==> src/rtl/axis_arbiter_n_if.sv <==
// axis_arbiter_n_if: per-channel slave streams, merged master stream and grant status.
interface axis_arbiter_n_if #(
  parameter int NUM_CH = 5,
  parameter int DATA_W = 32,
  parameter int ID_W   = 3
);
  logic [NUM_CH*DATA_W-1:0] s_axis_tdata;
  logic [NUM_CH-1:0]        s_axis_tvalid;
  logic [NUM_CH-1:0]        s_axis_tlast;
  logic [NUM_CH-1:0]        s_axis_tready;
  logic [DATA_W-1:0]        m_axis_tdata;
  logic [ID_W-1:0]          m_axis_tid;
  logic                     m_axis_tlast;
  logic                     m_axis_tvalid;
  logic                     m_axis_tready;
  logic                     grant_active;
  // slave: the arbiter, which sinks the s_axis channels
  modport slave (
    input  s_axis_tdata, s_axis_tvalid, s_axis_tlast, m_axis_tready,
    output s_axis_tready, m_axis_tdata, m_axis_tid, m_axis_tlast, m_axis_tvalid, grant_active
  );
  // master: the sources and downstream sink around the arbiter
  modport master (
    output s_axis_tdata, s_axis_tvalid, s_axis_tlast, m_axis_tready,
    input  s_axis_tready, m_axis_tdata, m_axis_tid, m_axis_tlast, m_axis_tvalid, grant_active
  );
endinterface

==> src/rtl/axis_arbiter_n.sv <==
// axis_arbiter_n: N-input AXI4-Stream arbiter, round-robin or fixed priority, optional
// tlast packet locking, registered output slice.
module axis_arbiter_n #(
  parameter int NUM_CH    = 5,
  parameter int DATA_W    = 32,
  parameter int ID_W      = 3,
  parameter int PKT_MODE  = 0,
  parameter int PRIO_MODE = 0
) (
  input logic             clk,
  input logic             reset,
  axis_arbiter_n_if.slave bus
);
  localparam int IDX_W = $clog2(NUM_CH);
  if (ID_W < IDX_W || NUM_CH < 2 || NUM_CH > 16) begin : g_bad_param
    $error("axis_arbiter_n: NUM_CH must be 2..16 and ID_W >= clog2(NUM_CH)");
  end
  typedef enum logic {IDLE, GRANT} state_t;
  state_t            state_q, state_d;
  logic [IDX_W-1:0]  grant_idx_q, grant_idx_d, last_grant_q, last_grant_d, sel, cand;
  logic [DATA_W-1:0] tdata_q, tdata_d;
  logic [ID_W-1:0]   tid_q, tid_d;
  logic              tlast_q, tlast_d, tvalid_q, tvalid_d;
  logic              out_free, accept, done_g;
  // descending scan so the nearest candidate is the last one to overwrite sel
  always_comb begin
    sel = '0;
    cand = '0;
    for (int k = NUM_CH; k >= 1; k--) begin
      cand = (PRIO_MODE != 0) ? IDX_W'(k - 1) : IDX_W'((int'(last_grant_q) + k) % NUM_CH);
      if (bus.s_axis_tvalid[cand]) sel = cand;
    end
  end
  always_comb begin
    out_free     = !tvalid_q || bus.m_axis_tready;
    accept       = (state_q == GRANT) && bus.s_axis_tvalid[grant_idx_q] && out_free;
    done_g       = accept && (PKT_MODE == 0 || bus.s_axis_tlast[grant_idx_q]);
    state_d      = done_g ? IDLE : (state_q == IDLE && |bus.s_axis_tvalid) ? GRANT : state_q;
    grant_idx_d  = (state_q == IDLE) ? sel : grant_idx_q;
    last_grant_d = done_g ? grant_idx_q : last_grant_q;
    tvalid_d     = accept || (tvalid_q && !bus.m_axis_tready);
    tdata_d      = accept ? bus.s_axis_tdata[grant_idx_q*DATA_W +: DATA_W] : tdata_q;
    tid_d        = accept ? ID_W'(grant_idx_q) : tid_q;
    tlast_d      = accept ? (PKT_MODE == 0 || bus.s_axis_tlast[grant_idx_q]) : tlast_q;
  end
  always_ff @(posedge clk) begin
    if (reset) begin
      state_q      <= IDLE;
      grant_idx_q  <= '0;
      last_grant_q <= IDX_W'(NUM_CH - 1);
      tdata_q      <= '0;
      tid_q        <= '0;
      tlast_q      <= 1'b0;
      tvalid_q     <= 1'b0;
    end else begin
      state_q      <= state_d;
      grant_idx_q  <= grant_idx_d;
      last_grant_q <= last_grant_d;
      tdata_q      <= tdata_d;
      tid_q        <= tid_d;
      tlast_q      <= tlast_d;
      tvalid_q     <= tvalid_d;
    end
  end
  assign bus.s_axis_tready = (state_q == GRANT && out_free) ? NUM_CH'(1) << grant_idx_q : '0;
  assign bus.m_axis_tdata  = tdata_q;
  assign bus.m_axis_tid    = tid_q;
  assign bus.m_axis_tlast  = tlast_q;
  assign bus.m_axis_tvalid = tvalid_q;
  assign bus.grant_active  = (state_q == GRANT);
endmodule

==> src/flat_wrapper.sv <==
// flat-port wrapper written by rule: the top's interface ports become plain ports
module axis_arbiter_n_flat 
#(
  parameter int NUM_CH    = 5,
  parameter int DATA_W    = 32,
  parameter int ID_W      = 3,
  parameter int PKT_MODE  = 0,
  parameter int PRIO_MODE = 0
)
  (clk, reset, bus_s_axis_tdata, bus_s_axis_tvalid, bus_s_axis_tlast, bus_m_axis_tready, bus_s_axis_tready, bus_m_axis_tdata, bus_m_axis_tid, bus_m_axis_tlast, bus_m_axis_tvalid, bus_grant_active);
  axis_arbiter_n_if #(.NUM_CH(NUM_CH), .DATA_W(DATA_W), .ID_W(ID_W)) bus_i ();
  input logic clk;
  input logic reset;
  input wire logic [$bits(bus_i.s_axis_tdata)-1:0] bus_s_axis_tdata;
  input wire logic [$bits(bus_i.s_axis_tvalid)-1:0] bus_s_axis_tvalid;
  input wire logic [$bits(bus_i.s_axis_tlast)-1:0] bus_s_axis_tlast;
  input wire logic [$bits(bus_i.m_axis_tready)-1:0] bus_m_axis_tready;
  output wire logic [$bits(bus_i.s_axis_tready)-1:0] bus_s_axis_tready;
  output wire logic [$bits(bus_i.m_axis_tdata)-1:0] bus_m_axis_tdata;
  output wire logic [$bits(bus_i.m_axis_tid)-1:0] bus_m_axis_tid;
  output wire logic [$bits(bus_i.m_axis_tlast)-1:0] bus_m_axis_tlast;
  output wire logic [$bits(bus_i.m_axis_tvalid)-1:0] bus_m_axis_tvalid;
  output wire logic [$bits(bus_i.grant_active)-1:0] bus_grant_active;
  assign bus_i.s_axis_tdata = bus_s_axis_tdata;
  assign bus_i.s_axis_tvalid = bus_s_axis_tvalid;
  assign bus_i.s_axis_tlast = bus_s_axis_tlast;
  assign bus_i.m_axis_tready = bus_m_axis_tready;
  assign bus_s_axis_tready = bus_i.s_axis_tready;
  assign bus_m_axis_tdata = bus_i.m_axis_tdata;
  assign bus_m_axis_tid = bus_i.m_axis_tid;
  assign bus_m_axis_tlast = bus_i.m_axis_tlast;
  assign bus_m_axis_tvalid = bus_i.m_axis_tvalid;
  assign bus_grant_active = bus_i.grant_active;
  axis_arbiter_n #(.NUM_CH(NUM_CH), .DATA_W(DATA_W), .ID_W(ID_W), .PKT_MODE(PKT_MODE), .PRIO_MODE(PRIO_MODE)) u_core (.clk(clk), .reset(reset), .bus(bus_i));
endmodule
==> config.mk <==
export PLATFORM = sky130hd
export DESIGN_NAME = axis_arbiter_n_flat
export DESIGN_NICKNAME = d
export VERILOG_FILES = /design/src/rtl/axis_arbiter_n_if.sv /design/src/rtl/axis_arbiter_n.sv /design/src/flat_wrapper.sv
export SDC_FILE = /design/constraint.sdc
export NUM_CORES = 1
export LEC_CHECK = 0
export ABC_CLOCK_PERIOD_IN_PS = 7700
export BUFFER_PORTS_ARGS = -buffer_cell sky130_fd_sc_hd__buf_2
export CAP_MARGIN = 25
export CORE_ASPECT_RATIO = 1.5
export CORE_UTILIZATION = 30
export CTS_CLUSTER_DIAMETER = 30
export DETAILED_ROUTE_END_ITERATION = 8
export GPL_ROUTABILITY_DRIVEN = 1
export SETUP_SLACK_MARGIN = 0.4
export SLEW_MARGIN = 40
export SYNTH_ARGS = -nofsm -noshare
export SYNTH_HDL_FRONTEND = slang
export SYNTH_SLANG_ARGS = --single-unit
==> constraint.sdc <==
create_clock -name clk -period 7.7 [get_ports clk]
set_input_delay 0.385 -clock clk [delete_from_list [all_inputs] [get_ports clk]]
set_output_delay 0.385 -clock clk [all_outputs]
set_load 0.05 [all_outputs]
==> impl_metrics.toml, run 1 <==
[pwr]
clockPowerShare_pct = 12.1
power.density_cell_area_nw_per_um2 = 310
power_frac_seq_pct = 19.5
intPower_mw = 0.894
power.ir.vdd_worst_v = 0.000111
fraction_of_power_spent_switching_nets_pct = 50.3
power.net_switching_mw = 0.904
power.leakage_nw = 2.90
comb_power_share_pct = 68.4

[sta]
max_slew.worst_pin.slew_ns = 0.752
setup_viol = 0
unrepaired_setup_endpoints_after_global_routing = "false"
peak_freq_ghz = 0.200
slew-limit-headroom_pct = 49.9
final-max-slew-violation-count = 0
worst_slack_setup_final_ns = 2.70
finalClockSkew_ns = 0.00595
final-hold-violation-count = 0
period_needed_ns = 5.00
fin_crit_sh_pct = 64.9
finalSetupTns_ns = 0

[finish]
final_layout_size_suffix_gt1_share_pct = 41.1
final_core_util_pct = 39.9
fill_cells = 1501
nNetsFinal = 871
seq_area_um2 = 846
final_cell_count_no_fill = 879
multi_input_comb_area_um2 = 3380
finalInstanceArea_um2 = 5800
area.growth.synth_to_final_pct = 29.8

[critical_path]
cp_data_required_time_ns = 7.89
critPathTopFamily = "compound AO/OA/AOI/OAI gates"
critical_path.endpoint_type = "flip-flop"
r2r_end = "u_core.grant_idx_q[1]"
critical-path-max-stage-delay_ns = 0.60
path_max_fanout = 43
signal_arrival_time_at_the_worst_endpoint_ns = 5.19
most_repeated_library_cell_on_the_critical_path = "ha_1"
r2r_slack_ns = 2.70
reg2reg_from = "u_core.bus.m_axis_tid[0]"
critical_path.startpoint_type = "flip-flop"
path_cells = "buf_4, inv_1, ha_1, ha_1, nor2_1, a21boi_1, xnor2_1, ha_1, inv_1, o221ai_1, a2111oi_0, a211o_1, a2111o_1, and3_1, o31ai_1"
critical_path_class = "flip-flop to flip-flop"
path_buf_inv = 3
ff2ff_path_depth = 15
worst_path_max_delay_cell = "ha_1"

[floorplan]
core_area_um2 = 14500
floorplan.die.height_um = 151
design.die.area_um2 = 15400
num_io_pins = 216
die_width_um = 102
start_util_pct = 30.8
rows = 54

[place]
detailedPlace.worstSlack_ns = 2.72
routabilityCongestion = 0.928
detailed_placement_hpwl_um = 13000
placement.cell_area_um2 = 5630
place_inst = 865
port_buffers = 210

[global_routing]
wire_length_of_the_first_global_routing_pass_um = 24200
antenna_found_initial = 7
pin_count_of_the_biggest_net_entering_global_routing = 55
grt_remaining_overflow = 0
grt.total_usage_pct = 20.7
grt_pass1_vias = 4606

[synthesis]
ys_async_sr_fraction_pct = 0
mappedNetlistArea_um2 = 4470
ys_seq_elements = 42
yosys_warnings = 0
synth.net_count = 695
ys_dominant_reg_cell = "dfxtp_1"
synthDistinctLibCells = 76
syn-instance-count = 500
synth-edff-count = 0
syn_avg_cell_area_um2 = 8.94
fraction_of_the_yosys_area_taken_by_sequential_cells_pct = 18.8

[clock_network]
cts_hold_buffers = 0
clock_insertion_delay_worst_skew_ns = 0.28
clockRootBuffer = "clkbuf_16"
h-tree-depth = 2
post_cts.repair.setup_buffers = 0
tritoncts.num_buffers = 5
cts_tree = "yes"
post_cts_resize_count = 0
maximum_number_of_buffers_from_clock_root_to_sink = 2
cts.reportedPaths.clkPinSlew_ns = 0.06
sinks_on_the_clock_net = 42

[detailed_routing]
drc_errors = 0
dr_total_vias = 4789
routed_wirelength_um = 16800
detail_routed_via_count_per_cell = 5.45
drt_pre_antenna_iters = 5
route.antenna.remaining_nets = 0
drt-initial-drc-count = 246
routed_wire_length_per_instance_um = 19.1

[min_path]
timing.hold.worst.class = "primary input to flip-flop"
hold_depth = 2
min_to = "u_core.bus.m_axis_tvalid"
hold_start = "reset"

[outcome]
status = "complete, no violations"

[flow_run]
drv_cap = 0
==> cells in the final DEF (no fill, tap or decap), types with 5 or more instances in the layout <==
cell	synthesis	routed
clkbuf_16	0	5
buf_2	5	210
mux2i_1	13	13
nand3_1	5	5
mux4_2	34	34
a211oi_1	5	5
o211a_1	34	34
dfxtp_1	42	40
nor2_1	35	35
xnor2_1	11	11
o21ai_0	9	9
nand2_1	49	49
inv_1	17	17
nand2b_1	11	11
a21oi_1	9	9
nand4b_1	5	5
diode_2	0	6
ha_1	22	22
nor3_1	12	11
a22oi_1	33	33
==> final cells by class <==
cell class / count / area share [%]
sequential: 42 / 14.6
timing repair buffer: 214 / 18.6
clock buffer: 6 / 2.39
inverter: 21 / 1.40
antenna: 6 / 0.259
multi-input combinational: 392 / 58.3
tap: 196 / 4.23
clock inverter: 2 / 0.216
==> per-stage QoR <==
step           hold WS, ns  power [mW]
2_1_floorplan        0.492        1.30
3_3_place_gp         0.451        1.56
3_5_place_dp         0.473        1.59
4_1_cts              0.432        1.82
5_1_grt              0.442        1.93
6_report             0.438        1.80
==> cells in the mapped netlist, types with 11 or more instances <==
cell type  count  area (µm²)
a22oi_1       33         248
nor3_1        12        60.1
inv_1         17        63.8
nand2b_1      11        68.8
dfxtp_1       42         841
nor2_1        35         131
clkbuf_1      31         116
o211a_1       34         340
mux2i_1       13         130
mux4_2        34         766
xnor2_1       11        96.3
ha_1          22         275
nand2_1       49         184
==> power by group through the flow <==
stage | Combinational, mW | Clock, mW | Sequential, mW
final | 1.23 | 0.218 | 0.351
after global routing | 1.34 | 0.236 | 0.360
after detailed placement | 1.23 | 0 | 0.357
after CTS | 1.24 | 0.229 | 0.352
after global placement | 1.21 | 0 | 0.349
after floorplan | 0.801 | 0 | 0.500
==> worst max path at each step <==
stage	slack (ns)	endpoint	from	cells past startpoint
after CTS	2.67	u_core.grant_idx_q[1]	u_core.bus.m_axis_tid[0]	15
after detailed placement	2.72	u_core.grant_idx_q[1]	u_core.bus.m_axis_tid[0]	15
after global routing	2.36	u_core.grant_idx_q[1]	u_core.bus.m_axis_tid[0]	15
final	2.70	u_core.grant_idx_q[1]	u_core.bus.m_axis_tid[0]	15
after floorplan	2.94	u_core.grant_idx_q[1]	u_core.bus.m_axis_tid[0]	18
after global placement	2.81	u_core.grant_idx_q[1]	u_core.bus.m_axis_tid[0]	15
==> routing by layer <==
metal | share of wire, % | vias to the layer above | GRT usage (%)
li1 | - | 2299 | -
met1 | 40 | 2269 | 23.8
met2 | 49 | 197 | 35.9
met3 | 9.6 | 22 | 6.33
met4 | 2.2 | 2 | 7.17
met5 | 0.078 | - | 0
==> worst register-to-register path: cells and delay by family (launching register included) <==
kind | cells | cell delay [ns]
compound gates | 6 | 1.68
fa+ha+maj | 3 | 1.31
buf+inv | 3 | 0.70
xor+xnor | 1 | 0.54
simple gates | 2 | 0.37
flops | 1 | 0.32
==> sequential cells by signal, indices dropped and copies added, names as in the netlist <==
| name | cells |
|---|---|
| u_core.bus.m_axis_tdata | 32 |
| u_core.last_grant_q | 1 |
| u_core.bus.m_axis_tvalid | 1 |
| u_core.bus.m_axis_tid | 3 |
| u_core.bus.m_axis_tlast | 1 |
| u_core.grant_idx_q | 3 |
| u_core.bus.grant_active | 1 |
==> logic make-up (layout without fill, tap and decap cells) <==
family	count (synthesis)	count (layout)	synth area share [%]
and+or+nand+nor	157	157	17.8
AOI/OAI and AO/OA	149	149	27.3
buffers and inverters	66	243	5.93
muxes	49	49	20.5
DFF	42	42	18.8
adders and majority gates	22	22	6.16
xor gates and xnor gates	15	15	3.44
other	0	6	0
Power figures use the tool's default switching activity.
==> inputs of run 2 (changes only) <==
- ABC_CLOCK_PERIOD_IN_PS: 7700 -> 4940
- clock period: 7.7 -> 4.94 ns (I/O delays scaled with it)
==> run 2 against run 1 <==
Cell count fell by 0.23%. Cell area rose by 0.50%. Count of clock-buffer cells in the layout rose by 1. Critical path depth fell by 1. Highest routed layer unchanged. Register-to-register slack got worse by 2.0 ns. Critical path type unchanged. Critical endpoint unchanged. Global-route usage rose by 0.71 points. Routed wire length rose by 2.3%. Fmax rose by 18%. Power rose by 59%. Hold slack got worse by 0.13 ns. Sequential share of layout area fell by 0.051 points.
==> impl_metrics.toml, run 2 (synthesized netlist as in run 1, its figures left out) <==
[global_routing]
wire_length_of_the_first_global_routing_pass_um = 25000
grt_pass1_vias = 4716
grt.total_usage_pct = 21.4
grt_remaining_overflow = 0
antenna_found_initial = 4
pin_count_of_the_biggest_net_entering_global_routing = 52

[detailed_routing]
routed_wirelength_um = 17100
routed_wire_length_per_instance_um = 19.6
drt-initial-drc-count = 337
dr_total_vias = 4947
drc_errors = 0
route.antenna.remaining_nets = 0
detail_routed_via_count_per_cell = 5.64
drt_pre_antenna_iters = 5

[sta]
setup_viol = 0
finalSetupTns_ns = 0
unrepaired_setup_endpoints_after_global_routing = "false"
peak_freq_ghz = 0.236
final-hold-violation-count = 0
worst_slack_setup_final_ns = 0.711
period_needed_ns = 4.23
fin_crit_sh_pct = 85.6
max_slew.worst_pin.slew_ns = 0.754
finalClockSkew_ns = 0.00387
slew-limit-headroom_pct = 49.7
final-max-slew-violation-count = 0

[min_path]
timing.hold.worst.class = "primary input to flip-flop"

[finish]
final_layout_size_suffix_gt1_share_pct = 41.4
largest_register_ffs = 32
commonest_non_fill_non_tap_cells_in_the_layout = "buf_2, nand2_1, dfxtp_1"
nNetsFinal = 873
final_cell_count_no_fill = 877
finalInstanceArea_um2 = 5830
area.growth.synth_to_final_pct = 30.4
layout.cells.most_common = "buf_2"

[critical_path]
cp_data_required_time_ns = 5.14
signal_arrival_time_at_the_worst_endpoint_ns = 4.43
critical_path.endpoint_type = "flip-flop"
critical_path_class = "flip-flop to flip-flop"
path_max_fanout = 11
critical_path.startpoint_type = "flip-flop"

[floorplan]
core_area_um2 = 14500
design.die.area_um2 = 15400
num_io_pins = 216
start_util_pct = 30.8
die_width_um = 102
floorplan.die.height_um = 151
rows = 54

[clock_network]
cts_hold_buffers = 0
cts_tree = "yes"
clock_insertion_delay_worst_skew_ns = 0.29
h-tree-depth = 2
post_cts_resize_count = 0
post_cts.repair.setup_buffers = 0
cts.reportedPaths.clkPinSlew_ns = 0.06
maximum_number_of_buffers_from_clock_root_to_sink = 2
sinks_on_the_clock_net = 42
tritoncts.num_buffers = 5
clockRootBuffer = "clkbuf_16"

[place]
port_buffers = 210
detailed_placement_hpwl_um = 13200
routabilityCongestion = 0.907
place_inst = 867
placement.cell_area_um2 = 5640
detailedPlace.worstSlack_ns = 0.440

[outcome]
status = "complete, no violations"

[pwr]
power.leakage_nw = 2.91
power.density_cell_area_nw_per_um2 = 491
power.ir.vdd_worst_v = 0.000183
total_power_mw = 2.86

[flow_run]
drv_cap = 0
[run 2: metal layers]
metal  wire length [µm]  vias up  GRT usage [%]
met1               6390     2340           23.7
met4                699        4           9.06
met3               1830       47           6.28
li1                   -     2298              -
met2               8200      258           37.6
met5                 27        -              0
[run 2: worst paths after layout]
kind / endpoint / cells after the start / start / slack [ns]
max: u_core.grant_idx_q[1] / 14 / u_core.bus.m_axis_tid[1] / 0.71
min: u_core.bus.m_axis_tid[1] / 2 / reset / 0.31
max reg2reg: u_core.grant_idx_q[1] / 14 / u_core.bus.m_axis_tid[1] / 0.71
min reg2reg: u_core.bus.m_axis_tid[2] / 2 / u_core.bus.m_axis_tid[2] / 0.47
[run 2: area by class of cell]
type | instances | area (µm²)
multi-input cells | 392 | 3390
well taps | 196 | 245
clock buffers | 7 | 154
diodes | 2 | 5.00
inverters | 21 | 80.1
flip-flops and latches | 42 | 847
repair buffers | 216 | 1100
clock inverters | 1 | 7.51
fillers | 1515 | 8700
[run 2: through the flow]
stage,util (%),hold WS [ns]
2_1_floorplan,-,0.480
3_3_place_gp,38.8,0.454
3_5_place_dp,38.8,0.464
4_1_cts,39.9,0.306
5_1_grt,40.1,0.327
6_report,40.1,0.308
[run 2: power breakdown]
part           internal, mW  switching (mW)
registers             0.436           0.107
logic                 0.767            1.19
clock network         0.218           0.139
[run 2: critical path, cell delays in order, from the launching register on]
cell	delay [ns]
dfxtp_2	0.46
ha_2	0.38
xor2_2	0.36
ha_1	0.25
nor2_1	0.08
a21boi_1	0.24
xnor2_2	0.21
ha_1	0.30
inv_1	0.13
o221ai_1	0.40
a2111oi_0	0.21
a211o_1	0.35
a2111o_1	0.41
and3_1	0.16
o31ai_1	0.21
==> inputs of run 3 (changes only) <==
- ABC_AREA: default -> 1
==> run 3 against run 2 <==
Non-clock buffer count grew 2. Flip-flop and latch count unchanged. Cell area down 8.4%. Power grew 26%. Largest power group unchanged.
==> impl_metrics.toml, run 3 <==
[synthesis]
mappedNetlistArea_um2 = 4040
netlist.area_leader.share_pct = 20.8
synth.net_count = 874
syn-instance-count = 679
ys_dominant_reg_cell = "dfxtp_1"
synth_top_area_cells = "dfxtp_1, nand3_1, nand2_1, ha_1, o21ai_0"
synthDistinctLibCells = 37
yosys_warnings = 0
synth_commonest_cells = "nand2_1, nand3_1, o21ai_0, dfxtp_1, inv_1"
fraction_of_the_yosys_area_taken_by_sequential_cells_pct = 20.8
ys_seq_elements = 42
syn_avg_cell_area_um2 = 5.95
synth_largest_area_cell = "dfxtp_1"
synth-edff-count = 0
post-synth-top-count-cell = "nand2_1"
ys_async_sr_fraction_pct = 0

[clock_network]
post_cts.repair.setup_buffers = 0
cts_hold_buffers = 0
h-tree-depth = 2
tritoncts.num_buffers = 5
sinks_on_the_clock_net = 42
cts_tree = "yes"
clockRootBuffer = "clkbuf_16"
maximum_number_of_buffers_from_clock_root_to_sink = 2
post_cts_resize_count = 0
cts.reportedPaths.clkPinSlew_ns = 0.06
clock_insertion_delay_worst_skew_ns = 0.28

[pwr]
power.density_cell_area_nw_per_um2 = 675
power_frac_seq_pct = 14.7
power.ir.vdd_worst_v = 0.000225
clockPowerShare_pct = 10.4
intPower_mw = 1.49
comb_power_share_pct = 74.9
fraction_of_power_spent_switching_nets_pct = 58.6
power.leakage_nw = 2.70
power.net_switching_mw = 2.11

[sta]
setup_viol = 0
fin_crit_sh_pct = 75.3
max_slew.worst_pin.slew_ns = 0.687
period_needed_ns = 3.72
final-max-slew-violation-count = 0
finalClockSkew_ns = 0.00398
unrepaired_setup_endpoints_after_global_routing = "false"
slew-limit-headroom_pct = 54.1
peak_freq_ghz = 0.269
finalSetupTns_ns = 0
final-hold-violation-count = 0

[critical_path]
path_max_fanout = 13
critical_path.startpoint_type = "flip-flop"
critical_path_class = "flip-flop to flip-flop"
critical_path.endpoint_type = "flip-flop"
signal_arrival_time_at_the_worst_endpoint_ns = 3.89
cp_data_required_time_ns = 5.11

[detailed_routing]
route.antenna.remaining_nets = 0
drc_errors = 0
routed_wire_length_per_instance_um = 15.5
dr_total_vias = 5298
detail_routed_via_count_per_cell = 5.21
drt-initial-drc-count = 222
drt_pre_antenna_iters = 5
routed_wirelength_um = 15700

[finish]
final_layout_size_suffix_gt1_share_pct = 30.7
final_core_util_pct = 40.8
area.growth.synth_to_final_pct = 32.1
commonest_non_fill_non_tap_cells_in_the_layout = "buf_2, nand2_1, nand3_1"
fill_cells = 1465
final_cell_count_no_fill = 1017
largest_register_ffs = 32
layout.cells.most_common = "buf_2"
nNetsFinal = 1050

[global_routing]
pin_count_of_the_biggest_net_entering_global_routing = 64
grt.total_usage_pct = 21.9
wire_length_of_the_first_global_routing_pass_um = 24700
grt_pass1_vias = 5221
grt_remaining_overflow = 0
antenna_found_initial = 1

[place]
port_buffers = 210
detailed_placement_hpwl_um = 12000
routabilityCongestion = 0.867
place_inst = 1007

[outcome]
status = "complete, no violations"

[flow_run]
drv_cap = 0

[floorplan]
rows = 51
die_width_um = 96.8
core_area_um2 = 13100
start_util_pct = 30.9
floorplan.die.height_um = 144
design.die.area_um2 = 13900
num_io_pins = 216

[min_path]
timing.hold.worst.class = "primary input to flip-flop"
-- run 3: cell count changes after synthesis, sizes merged, moves of 12 or more --
cell / before / now
a22oi: 34 / 0
a31oi: 2 / 33
inv: 19 / 42
mux2i: 13 / 1
mux4: 34 / 0
nand2: 49 / 196
nand3: 5 / 142
nand4: 3 / 33
nor3: 13 / 1
o211a: 35 / 0
o21ai: 13 / 55
-- run 3: routing by layer --
layer / wire (µm) / vias to the layer above / GRT usage (%)
li1: - / 2686 / -
met1: 5810 / 2382 / 22.0
met2: 8360 / 198 / 42.7
met3: 981 / 32 / 3.96
met4: 559 / 0 / 11.0
met5: 0 / - / 0
-- run 3: worst max-delay path: stages (launching register included) --
cell      delay (ns)
dfxtp_1         0.47
buf_4           0.27
inv_1           0.10
ha_1            0.45
ha_1            0.28
inv_1           0.07
nand3_2         0.08
nand2_2         0.09
xor2_1          0.24
ha_1            0.20
inv_1           0.05
or2_2           0.28
nand3_2         0.11
nand2_2         0.08
nand2_1         0.07
nand2_1         0.09
nand3b_1        0.20
nand2_1         0.07
nand2_1         0.04
nand3_1         0.07
nand2_1         0.06
nand2_1         0.06
nand2_1         0.05
nand2_1         0.07
a21oi_2         0.05
-- run 3: cells by family after synthesis --
group | share of synthesized area, %
adder cells (fa/ha/maj) | 6.81
XOR/XNOR | 1.52
buffers and inverters | 8.98
multiplexers | 0.248
AO/OA/AOI/OAI | 15.6
flip-flops | 20.8
AND/OR/NAND/NOR | 46.0
-- run 3: path summary, 6_finish.rpt --
kind                            slack (ns)                         end                     start  cells past startpoint
worst min register to register        0.47    u_core.bus.m_axis_tid[2]  u_core.bus.m_axis_tid[2]                      2
worst min-delay path                  0.24  u_core.bus.m_axis_tdata[5]     bus_s_axis_tdata[133]                      3
worst max-delay path                  1.22       u_core.grant_idx_q[1]  u_core.bus.m_axis_tid[0]                     24
worst max register to register        1.22       u_core.grant_idx_q[1]  u_core.bus.m_axis_tid[0]                     24
-- run 3: through the flow --
| step | worst slack [ns] | hold WS (ns) | cell area, µm² | total power, mW |
|---|---|---|---|---|
| 6_report | 1.22 | 0.244 | 5340 | 3.60 |
| 3_5_place_dp | 1.20 | 0.459 | 5170 | 3.24 |
| 2_1_floorplan | 1.63 | 0.316 | 4040 | 2.61 |
| 4_1_cts | 1.18 | 0.239 | 5330 | 3.62 |
| 3_3_place_gp | 1.23 | 0.454 | 5170 | 3.23 |
| 5_1_grt | 0.877 | 0.246 | 5330 | 3.97 |
-- run 3: cell type report --
class	instances	area (µm²)	share of cell area (%)
clock buffer	5	125	2.34
sequential	42	842	15.8
tap	159	199	3.73
multi-input combinational	544	2850	53.4
antenna	2	5.00	0.0938
clock inverter	3	40.0	0.750
timing repair buffer	218	1110	20.8
inverter	44	165	3.09
-- run 3: power by group through the flow --
| stage | sequential (mW) | clock [mW] | combinational (mW) |
|---|---|---|---|
| floorplan | 0.813 | 0 | 1.80 |
| global placement | 0.534 | 0 | 2.69 |
| detailed placement | 0.536 | 0 | 2.70 |
| CTS | 0.530 | 0.382 | 2.71 |
| global route | 0.546 | 0.393 | 3.03 |
| finish | 0.531 | 0.374 | 2.70 |
